==> config.mk <==
export PLATFORM = sky130hd
export DESIGN_NAME = hazard_fwd_ctrl
export DESIGN_NICKNAME = d
export VERILOG_FILES = /design/src/rtl/hazard_fwd_ctrl_pkg.sv /design/src/rtl/hazard_fwd_ctrl_fwd_match_prio.sv /design/src/rtl/hazard_fwd_ctrl.sv
export SDC_FILE = /design/constraint.sdc
export NUM_CORES = 1
export LEC_CHECK = 0
export BUFFER_PORTS_ARGS = -buffer_cell sky130_fd_sc_hd__buf_4
export CAP_MARGIN = 20
export CORE_AREA = 4 4 71 73
export CTS_CLUSTER_SIZE = 24
export DETAILED_ROUTE_END_ITERATION = 16
export DIE_AREA = 0 0 75 77
export GPL_ROUTABILITY_DRIVEN = 0
export HOLD_SLACK_MARGIN = 0.06
export SYNTH_ARGS = -nofsm -noshare
export SYNTH_HDL_FRONTEND = slang
export SYNTH_SLANG_ARGS = --single-unit
==> constraint.sdc <==
create_clock -name clk -period 3.5 [get_ports clk]
set_input_delay 0.175 -clock clk [delete_from_list [all_inputs] [get_ports clk]]
set_output_delay 0.175 -clock clk [all_outputs]
set_load 0.005 [all_outputs]
==> src/rtl/hazard_fwd_ctrl_pkg.sv <==
// Shared constants for the hazard/forwarding controller: register index width,
// in-flight tag layout and the regfile select encoding.
package hazard_fwd_ctrl_pkg;

  localparam int unsigned REG_ADDR_WIDTH_DEF = 5;
  localparam int unsigned FWD_SEL_REGFILE    = 0;

  // Tag layout, LSB first: is_load, wr_en, rd[REG_ADDR_WIDTH], valid
  localparam int unsigned TAG_LD_BIT = 0;
  localparam int unsigned TAG_WE_BIT = 1;
  localparam int unsigned TAG_RD_LSB = 2;

  function automatic int unsigned tag_width(input int unsigned reg_addr_width);
    return reg_addr_width + 3;
  endfunction

  function automatic int unsigned tag_valid_bit(input int unsigned reg_addr_width);
    return reg_addr_width + 2;
  endfunction

endpackage

==> src/rtl/hazard_fwd_ctrl_fwd_match_prio.sv <==
// Priority match of one source register against the in-flight destination tags.
// Reports whether any stage matches, the youngest matching stage and whether it is a load.
module fwd_match_prio
  import hazard_fwd_ctrl_pkg::*;
#(
  parameter int unsigned REG_ADDR_WIDTH = REG_ADDR_WIDTH_DEF,
  parameter int unsigned FWD_DEPTH      = 3,
  localparam int unsigned TAG_W         = REG_ADDR_WIDTH + 3,
  localparam int unsigned K_W           = $clog2(FWD_DEPTH)
) (
  input  logic [REG_ADDR_WIDTH-1:0]  rs,
  input  logic                       rs_used,
  input  logic [FWD_DEPTH*TAG_W-1:0] tags,
  output logic                       hit,
  output logic [K_W-1:0]             k,
  output logic                       is_load
);

  localparam int unsigned VLD_BIT = tag_valid_bit(REG_ADDR_WIDTH);

  // Scan oldest to youngest so the youngest match overwrites older ones
  always_comb begin
    hit     = 1'b0;
    k       = '0;
    is_load = 1'b0;
    for (int i = int'(FWD_DEPTH) - 1; i >= 0; i--) begin
      if (rs_used && (rs != '0) &&
          tags[i*TAG_W + VLD_BIT] &&
          tags[i*TAG_W + TAG_WE_BIT] &&
          (tags[i*TAG_W + TAG_RD_LSB +: REG_ADDR_WIDTH] == rs)) begin
        hit     = 1'b1;
        k       = K_W'(i);
        is_load = tags[i*TAG_W + TAG_LD_BIT];
      end
    end
  end

endmodule

==> src/rtl/hazard_fwd_ctrl.sv <==
// Hazard/forwarding controller: shadow tags of in-flight instructions, registered EX
// forward selects, combinational ID branch-compare selects and load-use/branch stall.
// Optional HAZ_PERF_CNT_EN adds saturating stall and load-use stall counters.
module hazard_fwd_ctrl
  import hazard_fwd_ctrl_pkg::*;
#(
  parameter int unsigned REG_ADDR_WIDTH = REG_ADDR_WIDTH_DEF,
  parameter int unsigned NUM_SRC        = 2,
  parameter int unsigned FWD_DEPTH      = 3,
  parameter int unsigned LOAD_STAGE     = 2,
  localparam int unsigned SEL_WIDTH     = $clog2(FWD_DEPTH)
) (
  input  logic                              clk,
  input  logic                              rst,
  input  logic                              id_valid,
  input  logic [NUM_SRC*REG_ADDR_WIDTH-1:0] id_rs,
  input  logic [NUM_SRC-1:0]                id_rs_used,
  input  logic [REG_ADDR_WIDTH-1:0]         id_rd,
  input  logic                              id_reg_wr_en,
  input  logic                              id_is_load,
  input  logic                              id_is_branch,
  input  logic                              flush,
  output logic                              stall,
  output logic [NUM_SRC*SEL_WIDTH-1:0]      fwd_sel,
  output logic [2*SEL_WIDTH-1:0]            cmp_sel
`ifdef HAZ_PERF_CNT_EN
  ,
  output logic [31:0]                       perf_stall_cnt,
  output logic [31:0]                       perf_lu_cnt
`endif
);

  localparam int unsigned TAG_W   = tag_width(REG_ADDR_WIDTH);
  localparam int unsigned VLD_BIT = tag_valid_bit(REG_ADDR_WIDTH);

  if (NUM_SRC < 2) begin : g_bad_num_src
    $error("hazard_fwd_ctrl: NUM_SRC must be >= 2");
  end
  if (FWD_DEPTH < 2) begin : g_bad_depth
    $error("hazard_fwd_ctrl: FWD_DEPTH must be >= 2");
  end
  if ((LOAD_STAGE < 1) || (LOAD_STAGE > FWD_DEPTH - 1)) begin : g_bad_load_stage
    $error("hazard_fwd_ctrl: LOAD_STAGE must be in 1..FWD_DEPTH-1");
  end

  logic [FWD_DEPTH*TAG_W-1:0]     shadow_q;
  logic [TAG_W-1:0]               stage0_d;
  logic [NUM_SRC*SEL_WIDTH-1:0]   fwd_sel_d;
  logic [NUM_SRC-1:0]             src_hit;
  logic [NUM_SRC-1:0]             src_ld;
  logic [SEL_WIDTH-1:0]           src_k [NUM_SRC];
  logic [NUM_SRC-1:0]             lu_haz;
  logic                           br_haz;
  logic                           advance;

  for (genvar s = 0; s < int'(NUM_SRC); s++) begin : g_src
    fwd_match_prio #(
      .REG_ADDR_WIDTH (REG_ADDR_WIDTH),
      .FWD_DEPTH      (FWD_DEPTH)
    ) u_match (
      .rs      (id_rs[s*REG_ADDR_WIDTH +: REG_ADDR_WIDTH]),
      .rs_used (id_rs_used[s]),
      .tags    (shadow_q),
      .hit     (src_hit[s]),
      .k       (src_k[s]),
      .is_load (src_ld[s])
    );
  end

  // EX forward selects and load-use detection, one source at a time
  always_comb begin
    fwd_sel_d = '0;
    lu_haz    = '0;
    for (int s = 0; s < int'(NUM_SRC); s++) begin
      if (src_hit[s]) begin
        if (src_ld[s] && ((32'(src_k[s]) + 32'd1) < LOAD_STAGE)) begin
          lu_haz[s] = 1'b1;
        end else if (32'(src_k[s]) <= (FWD_DEPTH - 2)) begin
          fwd_sel_d[s*SEL_WIDTH +: SEL_WIDTH] = src_k[s] + SEL_WIDTH'(1);
        end else begin
          fwd_sel_d[s*SEL_WIDTH +: SEL_WIDTH] = SEL_WIDTH'(FWD_SEL_REGFILE);
        end
      end
    end
  end

  // Branch compare in ID reads the value a stage holds now, not one cycle later
  always_comb begin
    br_haz  = 1'b0;
    cmp_sel = '0;
    if (id_is_branch) begin
      for (int s = 0; s < 2; s++) begin
        if (src_hit[s]) begin
          if (src_ld[s] ? (32'(src_k[s]) < LOAD_STAGE) : (src_k[s] == '0)) begin
            br_haz = 1'b1;
          end else begin
            cmp_sel[s*SEL_WIDTH +: SEL_WIDTH] = src_k[s];
          end
        end
      end
    end
  end

  always_comb begin
    stall   = id_valid & ~flush & ((|lu_haz) | br_haz);
    advance = id_valid & ~stall & ~flush;
    stage0_d = '0;
    if (advance) begin
      stage0_d[VLD_BIT]                        = 1'b1;
      stage0_d[TAG_RD_LSB +: REG_ADDR_WIDTH]   = id_rd;
      stage0_d[TAG_WE_BIT]                     = id_reg_wr_en;
      stage0_d[TAG_LD_BIT]                     = id_is_load;
    end
  end

  // Shadow shift register (stage 0 in the low tag slot) and the EX select register
  always_ff @(posedge clk) begin
    if (rst) begin
      shadow_q <= '0;
      fwd_sel  <= '0;
    end else begin
      shadow_q <= {shadow_q[(FWD_DEPTH-1)*TAG_W-1:0], stage0_d};
      fwd_sel  <= advance ? fwd_sel_d : '0;
    end
  end

`ifdef HAZ_PERF_CNT_EN
  logic lu_stall;
  assign lu_stall = id_valid & ~flush & (|lu_haz);

  // Saturating event counters
  always_ff @(posedge clk) begin
    if (rst) begin
      perf_stall_cnt <= '0;
      perf_lu_cnt    <= '0;
    end else begin
      if (stall && (perf_stall_cnt != 32'hFFFF_FFFF)) begin
        perf_stall_cnt <= perf_stall_cnt + 32'd1;
      end
      if (lu_stall && (perf_lu_cnt != 32'hFFFF_FFFF)) begin
        perf_lu_cnt <= perf_lu_cnt + 32'd1;
      end
    end
  end
`endif

endmodule

Word-level counts from Yosys, hierarchy flattened
Index checks and enable logic that the tools add are counted.
Operators by class
  $lt $le $gt $ge: 6
  equal/unequal tests: 6
  mux-type cells: 35
  $add $sub $neg: 4
  reduce and logical (&&, ||, !) cells: 30
  bitwise gates (word level): 12
Operators with widths (number)
  == test 5 bit: 6
  two-way mux 1 bit: 23
  logical AND 1 bit: 22
  two-way mux 2 bit: 10
  nonzero test 5 bit: 2
  OR reduction 5 bit: 2
  two-way mux 8 bit: 1
  inverter 1 bit: 7
  adder 2 x 1 -> 3 bit (second input constant): 2
  less-than comparator 3 x 2 -> 1 bit (second input constant): 2
  adder 2 x 1 -> 2 bit (second input constant): 2
  bitwise AND 1 bit: 4
  <= comparator 2 x 1 -> 1 bit (second input constant): 2
  zero test 2 bit: 2
  less-than comparator 2 bit (second input constant): 2
  two-way mux 4 bit: 1
  OR reduction 2 bit: 2
  bitwise OR 1 bit: 1
Word-level totals
  output and inout port bits: 9
  flip-flop bits (word level): 28
  input port bits: 24
  word-level logic and storage cells: 97

Logic depth before layout (Yosys ltp)
Gate-level depths: netlist of run 1.
  depth after elaboration: 22
  mapped depth: 14
  gate-level depth less buffers: 12

Cells and area by module
A second synthesis of run 1 with hierarchy kept.
Second synthesis, totals
  cells, all modules: 175
  area, all modules: 1641.6 um^2
By module, submodules not included
  hazard_fwd_ctrl: area each 1058.5 um^2, sequential area each 560.5 um^2, cells each 95, times used 1
  fwd_match_prio: area each 291.5 um^2, sequential area each 0.0 um^2, cells each 40, times used 2

Least setup slack after synthesis of run 1
OpenSTA, ideal clock, no wires.
  kind: input -> output
  start point: in id_rs[9]
  end point: out stall
  path buffers: 1
  stages: 11
  arrival: 2.570 ns
  data required time: 3.325 ns
  path slack: 0.755 ns
  cells stage by stage: or4_1 -> or2_1 -> nand4_2 -> and3_1 -> inv_1 -> ha_1 -> or2_2 -> a211oi_2 -> o211ai_2 -> buf_6 -> and2_1
Between the ends
  word-level cells in the longest chain between the ends: 16
  elaborated cells between the ends (all ways): 37
  classes of those cells: add/sub (1); order compare (2); eq/ne (3); mux (15); bitwise (2); reduce/logical (14)
Ends and longest elaborated chain
  from (decl): line hazard_fwd_ctrl.sv:16  | input logic [NUM_SRC*REG_ADDR_WIDTH-1:0] id_rs,
  nonzero test 5 bit: line hazard_fwd_ctrl_fwd_match_prio.sv:27  | if (rs_used && (rs != '0) &&
  logical AND 1 bit (2 in a row): line hazard_fwd_ctrl_fwd_match_prio.sv:27
  logical AND 1 bit: line hazard_fwd_ctrl_fwd_match_prio.sv:28  | tags[i*TAG_W + VLD_BIT] &&
  logical AND 1 bit: line hazard_fwd_ctrl_fwd_match_prio.sv:29  | tags[i*TAG_W + TAG_WE_BIT] &&
  two-way mux 2 bit (3 in a row): line hazard_fwd_ctrl_fwd_match_prio.sv:27
  adder 2 x 1 -> 3 bit: line hazard_fwd_ctrl.sv:76  | if (src_ld[s] && ((32'(src_k[s]) + 32'd1) < LOAD_STAGE)) begin
  less-than comparator 3 x 2 -> 1 bit: line hazard_fwd_ctrl.sv:76
  logical AND 1 bit: line hazard_fwd_ctrl.sv:76
  two-way mux 1 bit: line hazard_fwd_ctrl.sv:76
  two-way mux 1 bit: line hazard_fwd_ctrl.sv:75  | if (src_hit[s]) begin
  OR reduction 2 bit: line hazard_fwd_ctrl.sv:105  | stall = id_valid & ~flush & ((|lu_haz) | br_haz);
  bitwise OR 1 bit *: line hazard_fwd_ctrl.sv:105
  bitwise AND 1 bit *: line hazard_fwd_ctrl.sv:105
  to (decl): line hazard_fwd_ctrl.sv:23  | output logic stall,
Every way passes the cells marked *; elsewhere a longest branch is shown, timed or not.

Worst setup path in the final report of run 1
  start point: reg shadow_q[2]
  end point: out stall
Between the ends
  word-level cells in the longest chain between the ends: 12
  elaborated cells between the ends (all ways): 34
  classes of those cells: add/sub (2); order compare (4); eq/ne (2); mux (17); bitwise (2); reduce/logical (7)
Ends and longest elaborated chain
  from (decl): line hazard_fwd_ctrl.sv:46  | logic [FWD_DEPTH*TAG_W-1:0] shadow_q;
  from (signal assigned): line hazard_fwd_ctrl.sv:122  | shadow_q <= {shadow_q[(FWD_DEPTH-1)*TAG_W-1:0], stage0_d};
  branches (longest 10 deep; another with adder 2 x 1 -> 3 bit)
  bitwise OR 1 bit *: line hazard_fwd_ctrl.sv:105
  bitwise AND 1 bit *: line hazard_fwd_ctrl.sv:105
Every way passes the cells marked *.

==> results.cfg, run 1 <==
[routing]
drtAntennaViolNets = 0
viasPerCell = 5.02
routed-via-count = 1314
detailedRoute.firstPassIterationCount = 4
dr_drc_count = 0
wl_um = 3710
dr.first_iter.drc_count = 47
wl_per_cell_um = 14.2

[finish]
utilization_pct = 44.3
drive_above_1_share_pct = 22.4
final_cell_count_no_fill = 262
syn_to_final_growth_pct = 22.7
layout_commonest_cell = sky130_fd_sc_hd__buf_4
antenna_cells_inserted = 0
commonest_cells_after_routing_fill_and_taps_aside = sky130_fd_sc_hd__buf_4 (33), sky130_fd_sc_hd__dfxtp_1 (28), sky130_fd_sc_hd__xnor2_1 (16), sky130_fd_sc_hd__nor2b_1 (16), sky130_fd_sc_hd__nand2_1 (15)
finalNetCount = 239
postLayoutCellArea_mm2 = 0.00193
nFillCells = 443

[setup_path]
crit_type = reg2out
worst-endpoint-required_ns = 3.32
critPathCapture = stall
cp-end-kind = output pin
critPathMaxFanout = 8
startpoint = shadow_q[2]$_SDFF_PP0_
rr_startpoint = shadow_q[2]$_SDFF_PP0_
arr_time_crit_path_ns = 3.00
crit-reg2reg-capture = shadow_q[0]$_SDFF_PP0_
worstRegToRegCells = 12
rrSetupSlack_ns = 0.65
critical_path_start_type = flip-flop

[synth]
count_of_cell_types_in_the_netlist = 40
yosys_register_bits = 28
yosys_warnings = 0
synthArstFlopShare_pct = 0
postSynthAreaPerCell_um2 = 8.82
yosysTopAreaCell = sky130_fd_sc_hd__dfxtp_1
postSynth.topFlopCell = sky130_fd_sc_hd__dfxtp_1
synth_nets = 206
yosys-top-cells-area = sky130_fd_sc_hd__dfxtp_1 (36%), sky130_fd_sc_hd__xnor2_1 (8.9%), sky130_fd_sc_hd__xor2_1 (7.8%), sky130_fd_sc_hd__nor2b_1 (6.4%), sky130_fd_sc_hd__nand2_1 (3.6%)
synth_sequential_area_ratio_pct = 35.7
synth.top_cell.area_share_pct = 35.7
count_of_mapped_cells_out_of_synthesis = 178
number_of_enable_flip_flop_cells_after_synthesis = 0
synth_area_mm2 = 0.00157

[clock_network]
clock_sink_count = 28
tritoncts = yes
cts-root-buf = sky130_fd_sc_hd__clkbuf_8
cts-buffers-inserted = 3
clock_slew_at_the_register_clock_pins_of_the_worst_setup_and_hold_paths_ns = 0.10
clk_path_buf_depth = 2
clock_tree.htree_level_count = 1
cts_hold_buffers = 0
clock_latency_ns = 0.28
post_cts.resized_instances = 0
postCtsSetupRepairBufs = 0

[worst_hold_path]
hold_class = in2reg

[power_and_ir_drop]
power_density_mw_per_mm2 = 342
report.power.total_uw = 659
peakVddDrop_mv = 0.176
cellLeakagePower_nw = 0.822

[timing]
min_period_over_period_pct = 90.8
period_minus_ws_final_ns = 3.18
postLayoutSetupSlackWorst_ns = 0.322
timing.final.max_slew_violations = 0
slew_headroom_pct = 70.2
worst_hold_slack_ns = 0.113
tightest_slew_ns = 0.447
fmaxAchievable_ghz = 0.315
clock_skew_ns = 0.00437
timing.final.hold_violations = 0
setup-tns-final_ns = 0
rsz_0062_raised_after_global_routing = no
setup_viol = 0

[die]
dieHeight_um = 77
initial_core_util_pct = 36.1
core_area_mm2 = 0.00435
die_w_um = 75
die_area_mm2 = 0.00578
std_cell_rows = 24
pin_count = 33

[global_route]
maximum_number_of_pins_on_one_net_before_global_route_repair = 20
antenna_found_initial = 0
grt_pass1_vias = 1339
grt_first_pass_wirelength_um = 6090
grt_use_total_pct = 13.4
global_route.overflow_total = 0

[placement]
placed_cells = 258
buffer_ports.inserted = 32
post-dp-hpwl_um = 2970
placement.setup.worst_slack_ns = 0.397
place_area_mm2 = 0.00186

[flow_run]
max_cap_viol_count = 0

[status]
run_status = complete, no violations
==> cells by family (layout without fill, tap and decap cells) <==
| logic type | count (synthesis) | after routing | synth area share [%] |
|---|---|---|---|
| and+or+nand+nor | 80 | 80 | 28.8 |
| xor gates and xnor gates | 30 | 30 | 16.7 |
| DFF | 28 | 28 | 35.7 |
| buffers and inverters | 18 | 50 | 4.86 |
| AOI/OAI and AO/OA | 16 | 16 | 9.08 |
| adders and majority gates | 4 | 4 | 3.19 |
| muxes | 2 | 2 | 1.67 |
==> worst min path at each step <==
stage | from | end | slack, ns | depth (start not counted)
global route | id_rd[0] | shadow_q[2]$_SDFF_PP0_ | 0.10 | 3
global placement | id_rd[3] | shadow_q[5]$_SDFF_PP0_ | 0.41 | 3
floorplan | rst | shadow_q[10]$_SDFF_PP0_ | 0.25 | 1
CTS | id_rd[3] | shadow_q[5]$_SDFF_PP0_ | 0.11 | 3
detailed placement | id_rd[3] | shadow_q[5]$_SDFF_PP0_ | 0.41 | 3
finish | id_rd[0] | shadow_q[2]$_SDFF_PP0_ | 0.11 | 3
==> critical path, cell delays in order (launching register included) <==
cell                       delay, ns
sky130_fd_sc_hd__dfxtp_1        0.37
sky130_fd_sc_hd__xor2_1         0.15
sky130_fd_sc_hd__nor4_1         0.38
sky130_fd_sc_hd__nand4_2        0.30
sky130_fd_sc_hd__and3_1         0.29
sky130_fd_sc_hd__inv_1          0.08
sky130_fd_sc_hd__ha_1           0.18
sky130_fd_sc_hd__nand2_1        0.06
sky130_fd_sc_hd__a41oi_1        0.21
sky130_fd_sc_hd__a211oi_2       0.08
sky130_fd_sc_hd__o211ai_2       0.34
sky130_fd_sc_hd__and2_1         0.18
sky130_fd_sc_hd__buf_4          0.10
==> registers in the layout, indices dropped and copies added, names as in the netlist <==
name      cells
shadow_q     24
fwd_sel       4
==> power breakdown <==
group | leakage, nW | total [mW] | switching, mW | internal [mW]
clock network | 0.0357 | 0.260 | 0.106 | 0.153
logic | 0.559 | 0.0702 | 0.0341 | 0.0362
registers | 0.227 | 0.329 | 0.00533 | 0.324
==> metal layers <==
layer / track usage, % / up-vias / routed length, um
met5: 0 / - / 0
met4: 4.63 / 0 / 40
met3: 2.09 / 4 / 127
met2: 21.7 / 27 / 1790
met1: 17.8 / 612 / 1760
li1: - / 671 / -
==> cells in the mapped netlist (3+ instances only) <==
cell / count
sky130_fd_sc_hd__and3_1: 3
sky130_fd_sc_hd__dfxtp_1: 28
sky130_fd_sc_hd__ha_1: 4
sky130_fd_sc_hd__inv_1: 13
sky130_fd_sc_hd__nand2_1: 15
sky130_fd_sc_hd__nand3_1: 5
sky130_fd_sc_hd__nor2_1: 6
sky130_fd_sc_hd__nor2b_1: 16
sky130_fd_sc_hd__nor3_1: 11
sky130_fd_sc_hd__nor4_1: 4
sky130_fd_sc_hd__o211ai_1: 3
sky130_fd_sc_hd__or3_1: 3
sky130_fd_sc_hd__or4_1: 5
sky130_fd_sc_hd__xnor2_1: 16
sky130_fd_sc_hd__xor2_1: 14
==> layout make-up <==
| class | instances | area (um^2) | area share, % |
|---|---|---|---|
| Multi-Input combinational cell | 132 | 933 | 48.4 |
| Sequential cell | 28 | 561 | 29.1 |
| Timing Repair Buffer | 33 | 248 | 12.9 |
| Tap cell | 52 | 65.1 | 3.38 |
| Inverter | 13 | 48.8 | 2.53 |
| Clock buffer | 3 | 41.3 | 2.14 |
| Clock inverter | 1 | 30.0 | 1.56 |
Power figures use the tool's default switching activity.
==> inputs of run 2 (changes only) <==
- ABC_AREA: unset -> 1
- CORE_AREA: 4 4 71 73 -> 4 4 73 75
- DIE_AREA: 0 0 75 77 -> 0 0 77 79
==> results.cfg, run 2 <==
[synth]
yosys_register_bits = 28
synthTopCellsByCount = sky130_fd_sc_hd__nand2_1 (94), sky130_fd_sc_hd__nor2_1 (64), sky130_fd_sc_hd__inv_1 (58), sky130_fd_sc_hd__dfxtp_1 (28), sky130_fd_sc_hd__nand4_1 (9)
yosys-top-cells-area = sky130_fd_sc_hd__dfxtp_1 (33%), sky130_fd_sc_hd__nand2_1 (21%), sky130_fd_sc_hd__nor2_1 (14%), sky130_fd_sc_hd__inv_1 (13%), sky130_fd_sc_hd__nand4_1 (3.4%)
count_of_cell_types_in_the_netlist = 22
number_of_enable_flip_flop_cells_after_synthesis = 0
synth.top_cell.area_share_pct = 33.5
synthArstFlopShare_pct = 0
synth.most_common_cell = sky130_fd_sc_hd__nand2_1
count_of_mapped_cells_out_of_synthesis = 289
postSynthAreaPerCell_um2 = 5.80
postSynth.topFlopCell = sky130_fd_sc_hd__dfxtp_1
synth_area_mm2 = 0.00168
yosys_warnings = 0
yosysTopAreaCell = sky130_fd_sc_hd__dfxtp_1
synth_nets = 317
synth_sequential_area_ratio_pct = 33.5

[clock_network]
clock_slew_at_the_register_clock_pins_of_the_worst_setup_and_hold_paths_ns = 0.10
clock_tree.htree_level_count = 1
cts_hold_buffers = 0
tritoncts = yes
clock_sink_count = 28
post_cts.resized_instances = 0
postCtsSetupRepairBufs = 0
clock_latency_ns = 0.28
clk_path_buf_depth = 2
cts-buffers-inserted = 3
cts-root-buf = sky130_fd_sc_hd__clkbuf_8

[finish]
commonest_cells_after_routing_fill_and_taps_aside = sky130_fd_sc_hd__nand2_1 (94), sky130_fd_sc_hd__nor2_1 (64), sky130_fd_sc_hd__inv_1 (58)
seq_area_um2 = 561
top_register = shadow_q
reg_top3 = shadow_q (24), fwd_sel (4)
total_area_of_multi_input_combinational_cells_um2 = 875
drive_above_1_share_pct = 13.3
utilization_pct = 43.8
syn_to_final_growth_pct = 22.0
finalNetCount = 352
antenna_cells_inserted = 0
layout_commonest_cell = sky130_fd_sc_hd__nand2_1
nFillCells = 501
largest_register_ffs = 24

[power_and_ir_drop]
swShare_pct = 23.1
net_switching_uw = 153
clock_share_of_power_pct = 38.8
comb_power_share_pct = 11.8
power_density_mw_per_mm2 = 324
power.internal_uw = 510
share_seq_of_total_power_pct = 49.4
cellLeakagePower_nw = 1.09
peakVddDrop_mv = 0.138

[placement]
buffer_ports.inserted = 32
placement.setup.worst_slack_ns = 1.24
post-dp-hpwl_um = 3430

[global_route]
grtUsageMet1_pct = 20.2
grt_first_pass_wirelength_um = 7180
grtUsageMet3_pct = 1.70
maximum_number_of_pins_on_one_net_before_global_route_repair = 18
grt_use_total_pct = 14.7
antenna_found_initial = 0
global_route.overflow_total = 0
grt_pass1_vias = 1594
grt.met2_usage_pct = 23.5
grt_busiest_layer = met2

[timing]
period_minus_ws_final_ns = 2.55
rsz_0062_raised_after_global_routing = no
slew_headroom_pct = 79.0
setup_viol = 0
fmaxAchievable_ghz = 0.392
worst_hold_slack_ns = 0.103
tightest_slew_ns = 0.312
min_period_over_period_pct = 72.8
clock_skew_ns = 0.00145
timing.final.hold_violations = 0
setup-tns-final_ns = 0
postLayoutSetupSlackWorst_ns = 0.952
timing.final.max_slew_violations = 0

[routing]
detailedRoute.firstPassIterationCount = 4
drtAntennaViolNets = 0
viasPerCell = 4.39
dr.first_iter.drc_count = 120
wl_per_cell_um = 10.9
dr_drc_count = 0
wl_um = 4120
routed-via-count = 1655

[die]
core_area_mm2 = 0.00466
die_w_um = 77
pin_count = 33
die_area_mm2 = 0.00608
dieHeight_um = 79
initial_core_util_pct = 35.9
std_cell_rows = 25

[setup_path]
critical_path_start_type = flip-flop
critical-path-top-delay-family = simple AND/OR/NAND/NOR gates
crit_path_cell_trace = inv_1, nand2_1, nand2_1, nor2_1, nand2_1, nor2_1, nand2_1, nand2_1, nor2_1, inv_1, ha_1, inv_1, o21ai_0, nand2_1, nand2_1, nand2_2, a21oi_1, buf_4
arr_time_crit_path_ns = 2.37
worst-endpoint-required_ns = 3.32
cp_num_buf_inv = 4
crit_type = reg2out
cp_slowest_stage_delay_ns = 0.36
cp-end-kind = output pin
cpMostUsedCell = sky130_fd_sc_hd__nand2_1
worst_path_max_delay_cell = sky130_fd_sc_hd__dfxtp_1
critPathMaxFanout = 4

[flow_run]
max_cap_viol_count = 0

[worst_hold_path]
hold_class = in2reg

[status]
run_status = complete, no violations
## run 2: changes by cell type in the layout (fill, tap and decap cells not counted), moves of 4 or more
| cell | before | now |
|---|---|---|
| sky130_fd_sc_hd__inv_1 | 13 | 58 |
| sky130_fd_sc_hd__nand2_1 | 15 | 94 |
| sky130_fd_sc_hd__nand4_1 | 2 | 9 |
| sky130_fd_sc_hd__nor2_1 | 6 | 64 |
| sky130_fd_sc_hd__nor2b_1 | 16 | 0 |
| sky130_fd_sc_hd__nor3_1 | 11 | 3 |
| sky130_fd_sc_hd__nor4_1 | 4 | 0 |
| sky130_fd_sc_hd__or4_1 | 5 | 0 |
| sky130_fd_sc_hd__xnor2_1 | 16 | 1 |
| sky130_fd_sc_hd__xor2_1 | 14 | 0 |
## run 2: metrics by stage
| step | std cells | total power [mW] | area, um^2 |
|---|---|---|---|
| floorplan | 289 | 0.375 | 1680 |
| global placement | 373 | 0.412 | 1970 |
| detailed placement | 373 | 0.412 | 1970 |
| CTS | 377 | 0.670 | 2040 |
| global route | 377 | 0.694 | 2040 |
| finish | 377 | 0.663 | 2040 |
## run 2: power groups by stage
stage / Sequential [mW] / Clock, mW / Combinational, mW
4_1_cts: 0.327 / 0.265 / 0.0782
5_1_grt: 0.328 / 0.276 / 0.0897
6_report: 0.327 / 0.257 / 0.0782
2_1_floorplan: 0.334 / 0 / 0.0417
3_5_place_dp: 0.335 / 0 / 0.0778
3_3_place_gp: 0.334 / 0 / 0.0781
## run 2: area by class of cell
cell class              instances  area share [%]
repair buffers                 32            11.8
inverters                      61            11.2
flip-flops and latches         28            27.4
clock inverters                 1            1.47
well taps                      54            3.31
clock buffers                   3            2.02
multi-input cells             198            42.8
## run 2: worst min-delay path, delay by kind of cell
family	cells	cell delay [ns]
AND/OR/NAND/NOR	1	0.07
buffers and inverters	2	0.10
## run 2: cells by family after synthesis
kind of cell             count (synthesis)  synth area share (%)
AND/OR/NAND/NOR                        181                  44.4
buffers and inverters                   63                  14.3
flip-flops                              28                  33.5
AO/OA/AOI/OAI                           12                  4.33
adder cells (fa/ha/maj)                  4                  2.99
XOR/XNOR                                 1                 0.523
## run 2: metal layers
metal,routed length (um),up-vias,part of all wire [%]
met5,0,-,0
met4,55,0,1.3
met3,181,4,4.4
met2,1790,31,43
met1,2090,695,51
li1,-,925,-
## run 2: worst paths after layout
kind,from,to,slack (ns),depth (start not counted)
setup / recovery,shadow_q[13]$_SDFF_PP0_,stall,0.95,18
hold / removal,id_rd[3],shadow_q[5]$_SDFF_PP0_,0.10,3
setup reg to reg,shadow_q[13]$_SDFF_PP0_,shadow_q[2]$_SDFF_PP0_,1.37,17
hold reg to reg,shadow_q[15]$_SDFF_PP0_,shadow_q[23]$_SDFF_PP0_,0.43,2
